[config.mk]
export PLATFORM = sky130hd
export DESIGN_NAME = gb_lcd_capture
export DESIGN_NICKNAME = d
export VERILOG_FILES = /design/src/rtl/gb_lcd_capture.sv
export SDC_FILE = /design/constraint.sdc
export NUM_CORES = 1
export LEC_CHECK = 0
export ABC_AREA = 1
export CAP_MARGIN = 20
export CELL_PAD_IN_SITES_DETAIL_PLACEMENT = 1
export CELL_PAD_IN_SITES_GLOBAL_PLACEMENT = 2
export CORE_MARGIN = 3
export CORE_UTILIZATION = 33
export DETAILED_ROUTE_END_ITERATION = 7
export PLACE_DENSITY_LB_ADDON = 0.1
export RECOVER_POWER = 25
export SETUP_SLACK_MARGIN = 0.1
export SLEW_MARGIN = 40
export SYNTH_ARGS = -nofsm -noshare
export SYNTH_HDL_FRONTEND = slang
export SYNTH_SLANG_ARGS = --single-unit
[constraint.sdc]
create_clock -name clk -period 2.7 [get_ports clk]
set_clock_uncertainty 0.15 [all_clocks]
set_input_delay 0.81 -clock clk [delete_from_list [all_inputs] [get_ports clk]]
set_output_delay 0.81 -clock clk [all_outputs]
set_load 0.01 [all_outputs]
[src/rtl/gb_lcd_capture.sv]
`timescale 1ns/1ps
// gb_lcd_capture
//
// Pixel sink at the end of the PPU video output. It takes 2-bit shades
// qualified by px_valid while the PPU is in DRAW mode. It follows PPU mode
// changes to find line ends (DRAW -> anything else) and frame ends
// (entry into V_BLANK). Four pixels are packed per byte, leftmost pixel in
// the MSBs. Each byte goes through a small FIFO to a WIDTH x HEIGHT
// framebuffer over a ready/valid write port.
//
// Ports
//   clk, rstN         clock, asynchronous active-low reset
//   px_in, px_valid   pixel shade and its qualifier (one pixel per cycle)
//   ppu_mode          2'd3 = DRAW, 2'd1 = V_BLANK, others = non-draw
//   fb_wr             FIFO not empty; head entry on fb_addr / fb_data
//   fb_addr, fb_data  byte address and packed byte of the FIFO head
//   fb_ready          framebuffer takes the head when fb_wr && fb_ready
//   frame_done        one-cycle pulse once a frame has ended and the FIFO drained
//   line_err          sticky: line pixel count differed from WIDTH
//   frame_err         sticky: line count at V_BLANK entry differed from HEIGHT
//   ovf_err           sticky: a byte was dropped because the FIFO was full
//   clr_err           synchronous clear of the sticky flags (a set wins)
module gb_lcd_capture #(
  parameter int WIDTH      = 160,
  parameter int HEIGHT     = 144,
  parameter int ADDR_W     = 13,
  parameter int FIFO_DEPTH = 4
) (
  input  logic              clk,
  input  logic              rstN,
  input  logic [1:0]        px_in,
  input  logic              px_valid,
  input  logic [1:0]        ppu_mode,
  output logic              fb_wr,
  output logic [ADDR_W-1:0] fb_addr,
  output logic [7:0]        fb_data,
  input  logic              fb_ready,
  output logic              frame_done,
  output logic              line_err,
  output logic              frame_err,
  output logic              ovf_err,
  input  logic              clr_err
);

  localparam int PTR_W = (FIFO_DEPTH > 1) ? $clog2(FIFO_DEPTH) : 1;
  localparam int CNT_W = PTR_W + 1;

  localparam logic [1:0]        MODE_DRAW   = 2'd3;
  localparam logic [1:0]        MODE_VBLANK = 2'd1;
  localparam logic [7:0]        X_MAX       = 8'(WIDTH);
  localparam logic [7:0]        Y_MAX       = 8'(HEIGHT);
  localparam logic [ADDR_W-1:0] LINE_BYTES  = ADDR_W'(WIDTH / 4);
  localparam logic [CNT_W-1:0]  FIFO_FULL   = CNT_W'(FIFO_DEPTH);

  // Raster position and packing state
  logic [7:0]        x;
  logic [7:0]        y;
  logic [ADDR_W-1:0] line_base;
  logic [5:0]        pack;        // first three shades of the current byte
  logic [1:0]        prev_mode;
  logic              frame_pending;

  // Write FIFO
  logic [ADDR_W-1:0] mem_addr [FIFO_DEPTH];
  logic [7:0]        mem_data [FIFO_DEPTH];
  logic [PTR_W-1:0]  wr_ptr;
  logic [PTR_W-1:0]  rd_ptr;
  logic [CNT_W-1:0]  count;

  // Decode of the current cycle
  logic              draw;
  logic              line_end;
  logic              frame_end;
  logic              accept;
  logic              push;
  logic              push_ok;
  logic              pop;
  logic              fifo_empty;
  logic              fifo_full;
  logic [ADDR_W-1:0] push_addr;
  logic [7:0]        push_data;
  logic [7:0]        y_after_line;
  logic              line_err_set;
  logic              frame_err_set;
  logic              ovf_set;

  always_comb begin
    draw       = (ppu_mode == MODE_DRAW);
    line_end   = (prev_mode == MODE_DRAW) && !draw;
    frame_end  = (prev_mode != MODE_VBLANK) && (ppu_mode == MODE_VBLANK);

    accept     = px_valid && draw && (x < X_MAX) && (y < Y_MAX);
    // The fourth pixel of a byte is pushed in the same cycle it arrives.
    push       = accept && (x[1:0] == 2'd3);
    push_addr  = line_base + ADDR_W'(x[7:2]);
    push_data  = {pack, px_in};

    fifo_empty = (count == '0);
    fifo_full  = (count == FIFO_FULL);
    pop        = !fifo_empty && fb_ready;
    // When full, a simultaneous pop frees the slot that the push reuses.
    push_ok    = push && (!fifo_full || pop);
    ovf_set    = push && fifo_full && !pop;

    // Line-end effects on y come before the frame-end check of the same cycle.
    y_after_line = (line_end && (y < Y_MAX)) ? (y + 8'd1) : y;

    line_err_set  = (px_valid && draw && (x == X_MAX)) ||
                    (line_end && (x != X_MAX));
    frame_err_set = (px_valid && draw && (y >= Y_MAX)) ||
                    (frame_end && (y_after_line != Y_MAX));
  end

  // Control state: raster tracking, FIFO pointers, flags
  always_ff @(posedge clk or negedge rstN) begin
    if (!rstN) begin
      x             <= '0;
      y             <= '0;
      line_base     <= '0;
      pack          <= '0;
      prev_mode     <= MODE_VBLANK;
      frame_pending <= 1'b0;
      frame_done    <= 1'b0;
      line_err      <= 1'b0;
      frame_err     <= 1'b0;
      ovf_err       <= 1'b0;
      wr_ptr        <= '0;
      rd_ptr        <= '0;
      count         <= '0;
    end else begin
      prev_mode <= ppu_mode;

      if (accept) begin
        x <= x + 8'd1;
        case (x[1:0])
          2'd0:    pack[5:4] <= px_in;
          2'd1:    pack[3:2] <= px_in;
          2'd2:    pack[1:0] <= px_in;
          default: pack      <= '0;
        endcase
      end

      // A line end never coincides with an accept (mode is not DRAW), so
      // these overrides cannot collide with the packing above.
      if (line_end) begin
        x    <= '0;
        pack <= '0;
      end

      if (frame_end) begin
        y         <= '0;
        line_base <= '0;
      end else begin
        y <= y_after_line;
        if (line_end && (y < Y_MAX))
          line_base <= line_base + LINE_BYTES;
      end

      frame_done <= frame_pending && fifo_empty;
      if (frame_end)
        frame_pending <= 1'b1;
      else if (frame_pending && fifo_empty)
        frame_pending <= 1'b0;

      line_err  <= (line_err  && !clr_err) || line_err_set;
      frame_err <= (frame_err && !clr_err) || frame_err_set;
      ovf_err   <= (ovf_err   && !clr_err) || ovf_set;

      if (push_ok)
        wr_ptr <= wr_ptr + 1'b1;
      if (pop)
        rd_ptr <= rd_ptr + 1'b1;
      case ({push_ok, pop})
        2'b10:   count <= count + 1'b1;
        2'b01:   count <= count - 1'b1;
        default: count <= count;
      endcase
    end
  end

  // FIFO storage holds data only and needs no reset.
  always_ff @(posedge clk) begin
    if (push_ok) begin
      mem_addr[wr_ptr] <= push_addr;
      mem_data[wr_ptr] <= push_data;
    end
  end

  // The head is masked while empty so the port reads zero after reset.
  always_comb begin
    fb_wr   = !fifo_empty;
    fb_addr = fifo_empty ? '0 : mem_addr[rd_ptr];
    fb_data = fifo_empty ? '0 : mem_data[rd_ptr];
  end

endmodule

==> run_results.csv, run 1 <==
group,metric,value,unit
floorplanning,dieArea,19700,um2
logic_synthesis,synth_nets,621,
clock_tree,clk_pin_slew,0.06,ns
setup_path,end_kind,"output pin",
setup_path,critical_path_buf_inv_count,3,
logic_synthesis,ys_types,37,
setup_path,cp_slowest_cell,"dfrtp_2",
final_layout,register_area,3680,um2
floorplanning,start_util,34.0,%
setup_path,r2r_cells,8,
setup_path,reg2reg_from,"x[6]$_DFFE_PN0P_",
clock_tree,clock_sinks,130,
timing,tightest_slew,1.19,ns
route,dr.pass1.iters,4,
final_layout,area_growth,28.9,%
pwr,clock_power_share,33.5,%
timing,layout_setup_ws,0.0318,ns
setup_path,crit_start,"rd_ptr[0]$_DFFE_PN0P_",
min_path,hp-class,"in2async",
floorplanning,die_w,140,um
setup_path,worstSetupPathType,"reg2out",
timing,setup-violations-final,0,
placed_design,post-dp-hpwl,10100,um
placed_design,port_buffers,34,
setup_path,crit_arrival,1.71,ns
logic_synthesis,synth_area_leaders,"edfxtp_1, dfrtp_1, nor2_1, o21ai_0, nand2_1",
final_layout,n_fill_cell,1944,
floorplanning,core_area,17500,um2
setup_path,path_max_fanout,5,
timing,slew_headroom,20.8,%
logic_synthesis,ys_ff_latch,130,
final_layout,drive_gt1_share,21.5,%
floorplanning,num_rows,48,
setup_path,cp_top_family,"flip-flops",
route,postRouteAntennaNets,0,
timing,hold_viol_final,0,
setup_path,rrSetupSlack,0.36,ns
setup_path,max_stage_delay,0.47,ns
setup_path,critPathRequiredTime,1.74,ns
timing,slew_violations,0,
global_routing,grt_pass1_wl,24500,um
pwr,switching_share,32.7,%
logic_synthesis,yosysWarnings,0,
timing,holdWs,0.0755,ns
pwr,p_switching,2430,uW
pwr,seqPwrFrac,32.3,%
timing,timing.fmax,0.375,GHz
logic_synthesis,netlist_area,5940,um2
clock_tree,htree_levels,4,
timing,post-route-period-util,98.8,%
logic_synthesis,avgSynthCellArea,9.97,um2
route,dr_total_vias,4366,
logic_synthesis,yosysSeqAreaShare,61.8,%
clock_tree,cts_tree,"built",
timing,rsz0062_at_grt,"true",
clock_tree,hold_buffers,0,
setup_path,crit_path_cell_trace,"buf_6 -> clkbuf_16 -> nor2_4 -> nor2_1 -> o21ai_1 -> a21oi_2 -> buf_2",
pwr,combPwrFrac,34.2,%
floorplanning,num_io_pins,35,
pwr,powerDensity,968,nW/um2
final_layout,postLayoutCoreUtil,43.8,%
global_routing,grt_usage,15.9,%
pwr,p_leak,0.00315,uW
clock_tree,max-clock-path-buffers,2,
timing,setup_tns,0,ns
timing,period_minus_slack,2.67,ns
logic_synthesis,synth_top_area_share,42.4,%
route,wl_per_cell,16.3,um
placed_design,place_worst_setup_slack,-0.175,ns
setup_path,rr_endpoint,"mem_addr[0][10]$_DFFE_PP_",
route,avgViaCountPerCell,4.81,
route,drt_iter0_drc,155,
setup_path,cp-start-kind,"register",
final_layout,multi_input_area,2100,um2
global_routing,grt_max_degree,43,
final_layout,diodes,0,
route,drc_errors,0,
outcome,status,"complete, no violations",
clock_tree,clk_latency,0.42,ns
global_routing,overflow,0,
global_routing,grt_pass1_vias,4668,
flow_run,max-cap-violations,0,
clock_tree,cts-root-buf,"clkbuf_16",
placed_design,gp_congestion,0.718,
global_routing,antenna_found_initial,0,
pwr,peakVddDrop,460,uV
clock_tree,numCtsBuffers,17,
final_layout,fin_nets,695,
route,totalWireLength,14800,um
pwr,intPower,4990,uW
logic_synthesis,synth_area_leader_cell,"edfxtp_1",
logic_synthesis,synth_cells,596,
floorplanning,fp.dieH,140,um
per-layer routing:
metal	track usage (%)	up-vias	routed length [um]
met2	26.4	61	7210
met4	5.20	0	212
met3	3.14	16	426
met5	0	-	0
li1	-	2136	-
met1	21.0	2153	6920
cell families (layout without fill, tap and decap cells):
group / after synthesis / count (layout) / synth area share [%]
compound gates: 109 / 109 / 9.54
buf+inv: 82 / 169 / 5.37
xor+xnor: 13 / 13 / 1.92
fa+ha+maj: 16 / 16 / 3.49
simple gates: 245 / 245 / 17.8
flops: 130 / 130 / 61.8
other cells: 1 / 1 / 0.0631
state kept, by name, indices dropped and copies added (netlist names), 2 cells and up:
signal,flops
y,8
line_base,10
x,8
prev_mode,2
rd_ptr,2
pack,6
wr_ptr,2
count,3
mem_addr,52
mem_data,32
what timing repair did:
item	in CTS	in global routing
pin swaps	25	15
resized for setup	159	18
gates cloned	2	1
setup endpoints to repair	21	29
setup buffers	2	0
power by group through the flow:
stage	logic [uW]	clock network (uW)	registers [uW]
2_1_floorplan	1220	0	2370
3_3_place_gp	2400	0	2400
3_5_place_dp	2440	0	2410
4_1_cts	2520	2540	2390
5_1_grt	2850	2650	2410
6_report	2540	2490	2390
worst max path at each step:
stage	endpoint	depth (start not counted)
final	fb_addr[4]	7
after global placement	mem_addr[1][9]$_DFFE_PP_	8
after detailed placement	mem_addr[1][8]$_DFFE_PP_	8
after CTS	fb_data[4]	7
after global routing	fb_addr[2]	7
after floorplan	mem_addr[0][0]$_DFFE_PP_	6
layout by cell type, fill, tap and decap left out, drive strengths merged, types with 3 or more instances in the layout:
cell type	instances
xor2	13
edfxtp	84
bufinv	5
clkbuf	22
clkdlybuf4s50	12
inv	62
nand3	22
nor2	127
dfrtp	45
nand3b	3
nand2	78
o21a	3
clkinvlp	4
ha	15
nor3	7
clkinv	4
nand4	5
a21oi	37
o21ai	64
buf	60
metrics by stage:
stage	cells	power [uW]	area, um2
2_1_floorplan	596	3590	5940
6_report	908	7420	7660
3_3_place_gp	871	4800	6870
4_1_cts	907	7450	7620
3_5_place_dp	871	4850	6870
5_1_grt	908	7900	7660
worst register-to-register path: stages, from the launching register on:
cell     delay [ns]
dfrtp_1        0.42
ha_1           0.36
a21o_1         0.19
a21oi_1        0.29
o21ai_0        0.24
inv_1          0.11
nor2_2         0.07
nand3_1        0.07
nand2_1        0.13
cell usage after synthesis, drive strengths merged:
master,instances
o21ai,64
nand4,5
dfstp,1
a211oi,1
nand3,22
nand3b,3
nor3,7
o221ai,1
conb,1
or2,1
fa,1
nor4,1
nor3b,1
a31o,1
clkbuf,10
a21o,1
o21a,3
buf,10
inv,62
a21oi,37
xor2,13
ha,15
o22ai,1
nand2,78
dfrtp,45
nor2,127
edfxtp,84
final cells by class:
type / instances / share of cell area [%]
Sequential cell: 130 / 48.0
Multi-Input combinational cell: 384 / 27.4
Timing Repair Buffer: 75 / 9.32
Clock buffer: 19 / 5.65
Tap cell: 225 / 3.67
Inverter: 62 / 3.17
Clock inverter: 13 / 2.74
No activity file was read; power rests on OpenSTA's default activity.
==> run 2, diff against run 1 <==
--- a/config.mk
+++ b/config.mk
@@ -12,6 +12,7 @@
 export CORE_MARGIN = 3
 export CORE_UTILIZATION = 33
 export DETAILED_ROUTE_END_ITERATION = 7
+export GPL_TIMING_DRIVEN = 1
 export PLACE_DENSITY_LB_ADDON = 0.1
 export RECOVER_POWER = 25
 export SETUP_SLACK_MARGIN = 0.1
==> results of run 2 <==
The final DEF is identical to that of run 1; final timing and power are the same.
